<file path="src/rtl/ofdm_cp_remover_pkg.sv">
// Shared definitions for the OFDM cyclic-prefix remover: the framing state
// encoding, error-bit positions and a saturating counter helper.
package ofdm_pkg;

  // Framing states of the CP remover
  typedef enum logic [1:0] {
    ST_IDLE  = 2'd0,  // waiting for a start-of-packet
    ST_CP    = 2'd1,  // discarding cyclic-prefix samples
    ST_BODY  = 2'd2,  // forwarding useful samples
    ST_FLUSH = 2'd3   // discarding the tail of an over-long packet
  } state_e;

  // Bit positions inside aso_out0_error
  localparam int ERR_SHORT = 0;
  localparam int ERR_LONG  = 1;

  // Error code values presented with an output endofpacket
  localparam logic [1:0] ERR_CODE_NONE  = 2'b00;
  localparam logic [1:0] ERR_CODE_SHORT = 2'b01;
  localparam logic [1:0] ERR_CODE_LONG  = 2'b10;

  // Increment a 16-bit counter, sticking at all-ones
  function automatic logic [15:0] sat_inc16(input logic [15:0] value);
    logic [15:0] result;
    if (value == 16'hFFFF) begin
      result = value;
    end else begin
      result = value + 16'd1;
    end
    return result;
  endfunction

endpackage

</file>
<file path="src/rtl/ofdm_cp_remover.sv">
// OFDM cyclic-prefix remover (Avalon-ST in / out).
// Each input packet is CP_LEN prefix samples followed by FFT_LEN useful
// samples. The prefix is dropped and the useful part is forwarded through a
// single registered output stage, with framing errors flagged on the output
// endofpacket beat.
// Optional statistics counters are compiled in when OFDM_CP_REMOVER_STATS_EN
// is defined.
module ofdm_cp_remover
  import ofdm_pkg::*;
#(
  parameter int DATA_W  = 22,
  parameter int FFT_LEN = 64,
  parameter int CP_LEN  = 16
) (
  input  logic              clk_clk,
  input  logic              reset_reset_n,
  input  logic [DATA_W-1:0] asi_in0_data,
  input  logic              asi_in0_valid,
  input  logic              asi_in0_startofpacket,
  input  logic              asi_in0_endofpacket,
  output logic              asi_in0_ready,
  output logic [DATA_W-1:0] aso_out0_data,
  output logic              aso_out0_valid,
  output logic              aso_out0_startofpacket,
  output logic              aso_out0_endofpacket,
  output logic [1:0]        aso_out0_error,
  input  logic              aso_out0_ready
`ifdef OFDM_CP_REMOVER_STATS_EN
  ,
  output logic [31:0]       stat_symbols,
  output logic [15:0]       stat_errors
`endif
);

  localparam int CNT_W = $clog2(FFT_LEN);
  localparam logic [CNT_W-1:0] CNT_ZERO  = CNT_W'(0);
  localparam logic [CNT_W-1:0] CNT_ONE   = CNT_W'(1);
  localparam logic [CNT_W-1:0] CP_LAST   = CNT_W'(CP_LEN);
  localparam logic [CNT_W-1:0] BODY_LAST = CNT_W'(FFT_LEN - 1);

  // Framing state and the shared sample counter
  state_e           state_q, state_d;
  logic [CNT_W-1:0] cnt_q, cnt_d;

  // Output register stage
  logic [DATA_W-1:0] data_q;
  logic              valid_q;
  logic              sop_q;
  logic              eop_q;
  logic [1:0]        err_q;

  // Decoded per-sample actions
  logic       in_ready_s;
  logic       in_acc_s;
  logic       fwd_s;
  logic       fwd_sop_s;
  logic       fwd_eop_s;
  logic [1:0] fwd_err_s;

  // The single output stage can take a new beat when empty or draining
  assign in_ready_s    = !valid_q || aso_out0_ready;
  assign in_acc_s      = asi_in0_valid && in_ready_s;
  assign asi_in0_ready = in_ready_s;

  assign aso_out0_data          = data_q;
  assign aso_out0_valid         = valid_q;
  assign aso_out0_startofpacket = sop_q;
  assign aso_out0_endofpacket   = eop_q;
  assign aso_out0_error         = err_q;

  // Next-state, counter and forward decision for the accepted sample
  always_comb begin
    state_d   = state_q;
    cnt_d     = cnt_q;
    fwd_s     = 1'b0;
    fwd_sop_s = 1'b0;
    fwd_eop_s = 1'b0;
    fwd_err_s = ERR_CODE_NONE;

    if (!in_acc_s) begin
      state_d = state_q;
    end else if (asi_in0_startofpacket) begin
      // A start-of-packet always restarts framing, whatever the state.
      // An aborted output symbol is left without an endofpacket.
      if (asi_in0_endofpacket) begin
        // One-sample packet: ends inside the prefix, nothing forwarded
        state_d = ST_IDLE;
        cnt_d   = CNT_ZERO;
      end else if (CP_LEN == 1) begin
        state_d = ST_BODY;
        cnt_d   = CNT_ZERO;
      end else begin
        state_d = ST_CP;
        cnt_d   = CNT_ONE;
      end
    end else begin
      case (state_q)
        ST_IDLE: begin
          // Samples outside a packet are discarded
          state_d = ST_IDLE;
        end
        ST_CP: begin
          if (asi_in0_endofpacket) begin
            // Packet ended inside its prefix: drop it entirely
            state_d = ST_IDLE;
            cnt_d   = CNT_ZERO;
          end else if ((cnt_q + CNT_ONE) == CP_LAST) begin
            state_d = ST_BODY;
            cnt_d   = CNT_ZERO;
          end else begin
            cnt_d = cnt_q + CNT_ONE;
          end
        end
        ST_BODY: begin
          fwd_s     = 1'b1;
          fwd_sop_s = (cnt_q == CNT_ZERO);
          if (cnt_q == BODY_LAST) begin
            // Last useful sample: the output symbol always closes here
            fwd_eop_s = 1'b1;
            cnt_d     = CNT_ZERO;
            if (asi_in0_endofpacket) begin
              state_d = ST_IDLE;
            end else begin
              fwd_err_s[ERR_LONG] = 1'b1;
              state_d             = ST_FLUSH;
            end
          end else if (asi_in0_endofpacket) begin
            fwd_eop_s            = 1'b1;
            fwd_err_s[ERR_SHORT] = 1'b1;
            state_d              = ST_IDLE;
            cnt_d                = CNT_ZERO;
          end else begin
            cnt_d = cnt_q + CNT_ONE;
          end
        end
        ST_FLUSH: begin
          // Discard the excess tail until the input packet closes
          if (asi_in0_endofpacket) begin
            state_d = ST_IDLE;
          end else begin
            state_d = ST_FLUSH;
          end
        end
        default: begin
          state_d = ST_IDLE;
          cnt_d   = CNT_ZERO;
        end
      endcase
    end
  end

  // Framing state and counter registers
  always_ff @(posedge clk_clk or negedge reset_reset_n) begin
    if (!reset_reset_n) begin
      state_q <= ST_IDLE;
      cnt_q   <= CNT_ZERO;
    end else begin
      state_q <= state_d;
      cnt_q   <= cnt_d;
    end
  end

  // Output register stage: loads whenever the stage can accept, holds on stall
  always_ff @(posedge clk_clk or negedge reset_reset_n) begin
    if (!reset_reset_n) begin
      data_q  <= '0;
      valid_q <= 1'b0;
      sop_q   <= 1'b0;
      eop_q   <= 1'b0;
      err_q   <= ERR_CODE_NONE;
    end else if (in_ready_s) begin
      valid_q <= fwd_s;
      sop_q   <= fwd_sop_s;
      eop_q   <= fwd_eop_s;
      err_q   <= fwd_err_s;
      if (fwd_s) begin
        data_q <= asi_in0_data;
      end else begin
        data_q <= data_q;
      end
    end else begin
      data_q  <= data_q;
      valid_q <= valid_q;
      sop_q   <= sop_q;
      eop_q   <= eop_q;
      err_q   <= err_q;
    end
  end

`ifdef OFDM_CP_REMOVER_STATS_EN
  logic [31:0] symbols_q;
  logic [15:0] errors_q;
  logic        good_evt_s;
  logic        err_evt_s;
  logic        cp_drop_s;

  // A packet ending while still in its prefix (including one-sample packets)
  assign cp_drop_s  = in_acc_s && asi_in0_endofpacket &&
                      (asi_in0_startofpacket || (state_q == ST_CP));
  assign good_evt_s = fwd_s && fwd_eop_s && (fwd_err_s == ERR_CODE_NONE);
  assign err_evt_s  = (fwd_s && (fwd_err_s != ERR_CODE_NONE)) || cp_drop_s;

  // Good-symbol and framing-error event counters
  always_ff @(posedge clk_clk or negedge reset_reset_n) begin
    if (!reset_reset_n) begin
      symbols_q <= 32'd0;
      errors_q  <= 16'd0;
    end else begin
      if (good_evt_s) begin
        symbols_q <= symbols_q + 32'd1;
      end else begin
        symbols_q <= symbols_q;
      end
      if (err_evt_s) begin
        errors_q <= sat_inc16(errors_q);
      end else begin
        errors_q <= errors_q;
      end
    end
  end

  assign stat_symbols = symbols_q;
  assign stat_errors  = errors_q;
`endif

endmodule

</file>
<file path="config.mk">
export PLATFORM = sky130hd
export DESIGN_NAME = ofdm_cp_remover
export DESIGN_NICKNAME = d
export VERILOG_FILES = /design/src/rtl/ofdm_cp_remover_pkg.sv /design/src/rtl/ofdm_cp_remover.sv
export SDC_FILE = /design/constraint.sdc
export NUM_CORES = 1
export LEC_CHECK = 0
export CAP_MARGIN = 25
export CORE_MARGIN = 3
export CORE_UTILIZATION = 44
export CTS_CLUSTER_SIZE = 20
export DETAILED_ROUTE_END_ITERATION = 10
export PLACE_DENSITY = 0.79
export SYNTH_ARGS = -nofsm -noshare
export SYNTH_HDL_FRONTEND = slang
export SYNTH_SLANG_ARGS = --single-unit
</file>
<file path="constraint.sdc">
create_clock -name clk_clk -period 2.35 [get_ports clk_clk]
set_input_delay 0.47 -clock clk_clk [delete_from_list [all_inputs] [get_ports clk_clk]]
set_output_delay 0.47 -clock clk_clk [all_outputs]
set_load 0.005 [all_outputs]
</file>
==> flow_summary.json, run 1 <==
{
  "outcome": "finished, final reports clean",
  "combPwrFrac_pct": 10.5,
  "crit_type": "input pin to primary output",
  "syn-num-nets": 157,
  "synth-edff-count": 0,
  "avgSynthCellArea_um2": 12.3,
  "grt_pass1_wl_mm": 6.67,
  "synth_cell_type_count": 36,
  "yosysWarnings": 0,
  "p_sw_share_pct": 23.1,
  "power.switching_mw": 0.243,
  "ys_seq_area_share_pct": 56.2,
  "wl_met2_mm": 2.16,
  "drv_cap": 0,
  "worst_pin_slew_ps": 435,
  "power_frac_seq_pct": 59.0,
  "routed.top_layer": "met4",
  "cp.required_ps": 1880,
  "fp.dieH_um": 65.5,
  "p_per_area_nw_per_um2": 468,
  "cts_max_level": 2,
  "die_x_um": 65.5,
  "dp_cells": 228,
  "cts_hold_buf": 0,
  "finalNonFillerCells": 235,
  "endpoint_kind": "primary output",
  "fin_skew_ps": 9.71,
  "gr-total-overflow": 0,
  "p_leak_nw": 1.00,
  "cts_made_buffers": 5,
  "cts.sinks": 35,
  "ir_drop_mv": 0.362,
  "wirelength_mm": 3.94,
  "track_usage_pct": 21.0,
  "cts.reportedPaths.clkPinSlew_ps": 90,
  "arrival_ps": 1760,
  "first_global_vias": 1350,
  "ys_dominant_reg_cell": "dfrtp_1",
  "core_um2": 3200,
  "p_int_mw": 0.810,
  "dr.first_iter.drc_count": 114,
  "drive_gt1_share_pct": 20.9,
  "antenna_cells": 0,
  "drtPass1Iterations": 4,
  "synth_area_um2": 1560,
  "cts_root_buf": "clkbuf_4",
  "finalCritPeriodShare_pct": 94.9,
  "vias_per_cell": 5.51,
  "drt-met1-wl_mm": 1.56,
  "async_flop_share_pct": 100,
  "vias": 1294,
  "cts_setup_buffers": 0,
  "initial_core_util_pct": 48.6,
  "port_buffers": 55,
  "setup_tns_ps": 0,
  "die_area_um2": 4290,
  "area_delta_synth_final_pct": 44.5,
  "cts_tree": "built",
  "hold_violations": 0,
  "drtAntennaViolNets": 0,
  "slew_headroom_pct": 71.0,
  "min_period_ps": 2230,
  "num_rows": 20,
  "rsz0062_at_grt": "no",
  "syn_inst": 127,
  "max_freq_mhz": 448,
  "antenna_found_initial": 0,
  "drv_slew": 0,
  "crit_fanout": 5,
  "avgRoutedWirePerCell_um": 16.8,
  "synth-seq-cells": 35,
  "boundaryPins": 56,
  "hp-class": "flip-flop to flip-flop",
  "cts_resized": 0,
  "clk_latency_ps": 320,
  "place.gp.congestion": 0.813,
  "met3_wirelength_um": 196,
  "clockBufferDepth": 2,
  "drcViolationCount": 0,
  "setup_violations": 0,
  "final_nets": 221,
  "cp-start-kind": "input pin",
  "grt_start_max_net_pins": 36,
  "place_hpwl_mm": 3.01,
  "clkPwrFrac_pct": 30.5
}
## metal layers
layer	vias to the layer above	GRT usage, %
met5	-	0
met4	0	4.92
met3	4	5.64
met2	49	37.5
met1	644	24.9
li1	597	-
## cells in the final DEF, fill, tap and decap left out, types with 2 or more instances in the layout
cell type	synthesis	layout
a21oi_1	2	2
a32o_1	3	3
buf_4	2	4
clkbuf_4	0	5
clkdlybuf4s50_1	0	55
dfrtp_1	35	35
ha_1	2	2
inv_1	4	4
mux2_2	22	22
nand2_1	12	12
nand3_1	7	7
nand4_1	2	2
nor2_1	3	3
nor2b_1	2	2
nor3_1	4	4
o21ai_0	4	4
or2_2	2	2
## cell families after synthesis
kind of cell | after synthesis | share of synthesized area, %
AOI/OAI and AO/OA | 20 | 9.88
adders and majority gates | 2 | 1.61
buffers and inverters | 7 | 2.17
DFF | 35 | 56.2
muxes | 22 | 15.9
and+or+nand+nor | 41 | 14.2
## flip-flops by register name, summed over array words and instances (netlist names)
signal,cells
state_q,2
aso_out0_endofpacket,1
aso_out0_valid,1
aso_out0_error,2
cnt_q,6
aso_out0_data,22
aso_out0_startofpacket,1
## layout make-up
cell class / instances / area, um^2
sequential: 35 / 876
clock buffer: 6 / 51.3
multi-input combinational: 85 / 648
clock inverter: 1 / 5.00
timing repair buffer: 60 / 601
tap: 44 / 55.1
inverter: 4 / 15.0
fill: 260 / 952
## worst max-delay path, cell delays in order
cell and delay (ps):
clkdlybuf4s50_1 420, nor2b_2 250, inv_1 150, clkdlybuf4s50_1 480
## power groups by stage
stage          Sequential (mW)  Combinational, mW  Clock (mW)
6_report                 0.621              0.111       0.321
3_3_place_gp             0.631              0.105           0
5_1_grt                  0.624              0.122       0.365
4_1_cts                  0.621              0.111       0.330
2_1_floorplan            0.630             0.0361           0
3_5_place_dp             0.632              0.110           0
## stage by stage
step	utilization, %	power, mW	setup WS, ps	area, um^2	hold WS, ps
6_report	70.3	1.05	120	2250	516
2_1_floorplan	-	0.666	620	1560	174
5_1_grt	70.3	1.11	78.0	2250	536
3_3_place_gp	68.5	0.736	188	2190	465
4_1_cts	70.3	1.06	125	2250	518
3_5_place_dp	68.5	0.742	99.0	2190	494
## Yosys cell counts (3+ instances only)
| cell type | n | area share (%) |
|---|---|---|
| nor2_1 | 3 | 0.72 |
| o21ai_0 | 4 | 1.3 |
| inv_1 | 4 | 0.96 |
| nor3_1 | 4 | 1.3 |
| dfrtp_1 | 35 | 56 |
| a32o_1 | 3 | 1.9 |
| nand3_1 | 7 | 2.2 |
| mux2_2 | 22 | 16 |
| nand2_1 | 12 | 2.9 |
## final timing paths
check	startpoint	end	slack, ps	cells after the start
worst max-delay path	aso_out0_ready	asi_in0_ready	120	4
worst min-delay path	aso_out0_data[4]	aso_out0_data[4]	520	1
worst max register to register	cnt_q[4]	cnt_q[1]	490	5
worst min register to register	aso_out0_data[4]	aso_out0_data[4]	520	1
max in group asynchronous	reset_reset_n	aso_out0_data[3]	1480	2
min in group asynchronous	reset_reset_n	state_q[0]	540	2
Power figures use the tool's default switching activity.
==> run 2: changes to the inputs <==
REMOVE_ABC_BUFFERS = 1   (was not set)
==> flow_summary.json, run 2 (same netlist as run 1, synthesis figures left out) <==
{
  "critPathTopFamily": "buffers and inverters",
  "place.gp.congestion": 0.787,
  "combPwrFrac_pct": 9.9,
  "p_sw_share_pct": 22.5,
  "first_global_vias": 1312,
  "largest_reg_flops": 22,
  "crit_path_top_delay_cell": "clkdlybuf4s50_1",
  "power.switching_mw": 0.246,
  "cts_root_buf": "clkbuf_4",
  "arrival_ps": 1710,
  "max_freq_mhz": 460,
  "rsz0062_at_grt": "no",
  "drv_cap": 0,
  "dr.first_iter.drc_count": 81,
  "dp_slack_ps": 76.4,
  "worst_pin_slew_ps": 429,
  "setup_ws_ps": 175,
  "vias_per_cell": 5.28,
  "placed_area_um2": 2190,
  "cp_slowest_stage_delay_ps": 470,
  "cp_cell_sequence": "clkdlybuf4s50_1 -> nor2b_2 -> inv_1 -> clkdlybuf4s50_1",
  "crit_type": "input pin to primary output",
  "worstHoldStart": "aso_out0_error[1]",
  "hold-path-endpoint": "aso_out0_error[1]",
  "initial_core_util_pct": 48.6,
  "min_period_ps": 2180,
  "cp-start-kind": "input pin",
  "area_delta_synth_final_pct": 45.3,
  "drcViolationCount": 0,
  "cts_resized": 0,
  "avgRoutedWirePerCell_um": 15.7,
  "port_buffers": 55,
  "final_area_um2": 2260,
  "worstHoldPathCells": 2,
  "slew_headroom_pct": 71.4,
  "r2r-end": "aso_out0_data[2]",
  "vias": 1245,
  "cts.reportedPaths.clkPinSlew_ps": 100,
  "drtAntennaViolNets": 0,
  "clkPwrFrac_pct": 33.4,
  "clk_latency_ps": 320,
  "crit_buf_inv": 3,
  "drv_slew": 0,
  "outcome": "finished, final reports clean",
  "r2r-start": "aso_out0_valid",
  "final_common_cell": "clkdlybuf4s50_1",
  "antenna_found_initial": 0,
  "rrSetupSlack_ps": 560,
  "clockBufferDepth": 2,
  "finalCritPeriodShare_pct": 92.6,
  "cts_setup_buffers": 0,
  "fin_skew_ps": 6.09,
  "cpMostUsedCell": "clkdlybuf4s50_1",
  "crit_fanout": 5,
  "p_per_area_nw_per_um2": 483,
  "cts_tree": "built",
  "setup_violations": 0,
  "grt_pass1_wl_mm": 6.24,
  "r2r_cells": 7,
  "cts_hold_buf": 0,
  "final_nets": 221,
  "drtPass1Iterations": 4,
  "p_int_mw": 0.847,
  "cts.sinks": 35,
  "hp-class": "flip-flop to flip-flop",
  "antenna_cells": 0,
  "place_hpwl_mm": 2.83,
  "nFillCells": 274,
  "wirelength_mm": 3.70,
  "num_rows": 20,
  "hold_violations": 0,
  "setup_tns_ps": 0,
  "ir_drop_mv": 0.401,
  "p_leak_nw": 1.00,
  "boundaryPins": 56,
  "power_frac_seq_pct": 56.8,
  "die_area_um2": 4290,
  "drive_gt1_share_pct": 20.8,
  "grt_start_max_net_pins": 36,
  "die_x_um": 65.5,
  "core_um2": 3200,
  "cp.required_ps": 1880,
  "gr-total-overflow": 0,
  "cts_max_level": 2,
  "track_usage_pct": 19.1,
  "fp.dieH_um": 65.5,
  "cts_made_buffers": 5,
  "endpoint_kind": "primary output",
  "final_cell_mix": "clkdlybuf4s50_1 (55), dfrtp_1 (35), mux2_2 (22)"
}
run 2: worst min-delay path, stage by stage (launching register included):
cell and delay, ps:
dfrtp_1 360, nand2_1 60, o41ai_1 60
run 2: per-layer routing:
layer,up-vias,track usage [%],part of all wire [%]
li1,590,-,-
met1,618,21.5,39
met2,35,35.4,55
met3,2,4.44,4.8
met4,0,6.22,0.97
met5,-,0,0
run 2: power groups by stage:
stage / registers [mW] / clock network (mW) / logic, mW
finish: 0.621 / 0.365 / 0.108
global route: 0.622 / 0.401 / 0.120
global placement: 0.631 / 0 / 0.105
CTS: 0.620 / 0.370 / 0.109
detailed placement: 0.632 / 0 / 0.108
floorplan: 0.630 / 0 / 0.0338
run 2: worst max-delay path by stage:
stage / slack, ps / from / endpoint / depth (start not counted)
finish: 170 / aso_out0_ready / asi_in0_ready / 4
global route: 110 / aso_out0_ready / asi_in0_ready / 4
CTS: 170 / aso_out0_ready / asi_in0_ready / 4
detailed placement: 80 / aso_out0_ready / aso_out0_data[2] / 8
global placement: 180 / aso_out0_ready / aso_out0_data[17] / 8
floorplan: 510 / aso_out0_valid / aso_out0_data[0] / 6
run 2: per-stage QoR:
| stage | instances | hold WS, ps | utilization [%] | power (mW) |
|---|---|---|---|---|
| 2_1_floorplan | 124 | 174 | - | 0.663 |
| 3_3_place_gp | 228 | 482 | 68.5 | 0.737 |
| 3_5_place_dp | 228 | 475 | 68.5 | 0.740 |
| 4_1_cts | 236 | 505 | 70.7 | 1.10 |
| 5_1_grt | 236 | 523 | 70.7 | 1.14 |
| 6_report | 236 | 509 | 70.7 | 1.09 |
run 2: area by class of cell:
cell class	instances	area (um^2)	share of cell area, %
flip-flops and latches	35	876	38.7
multi-input cells	85	648	28.6
repair buffers	60	601	26.5
clock buffers	8	68.8	3.04
well taps	44	55.1	2.43
inverters	4	15.0	0.663
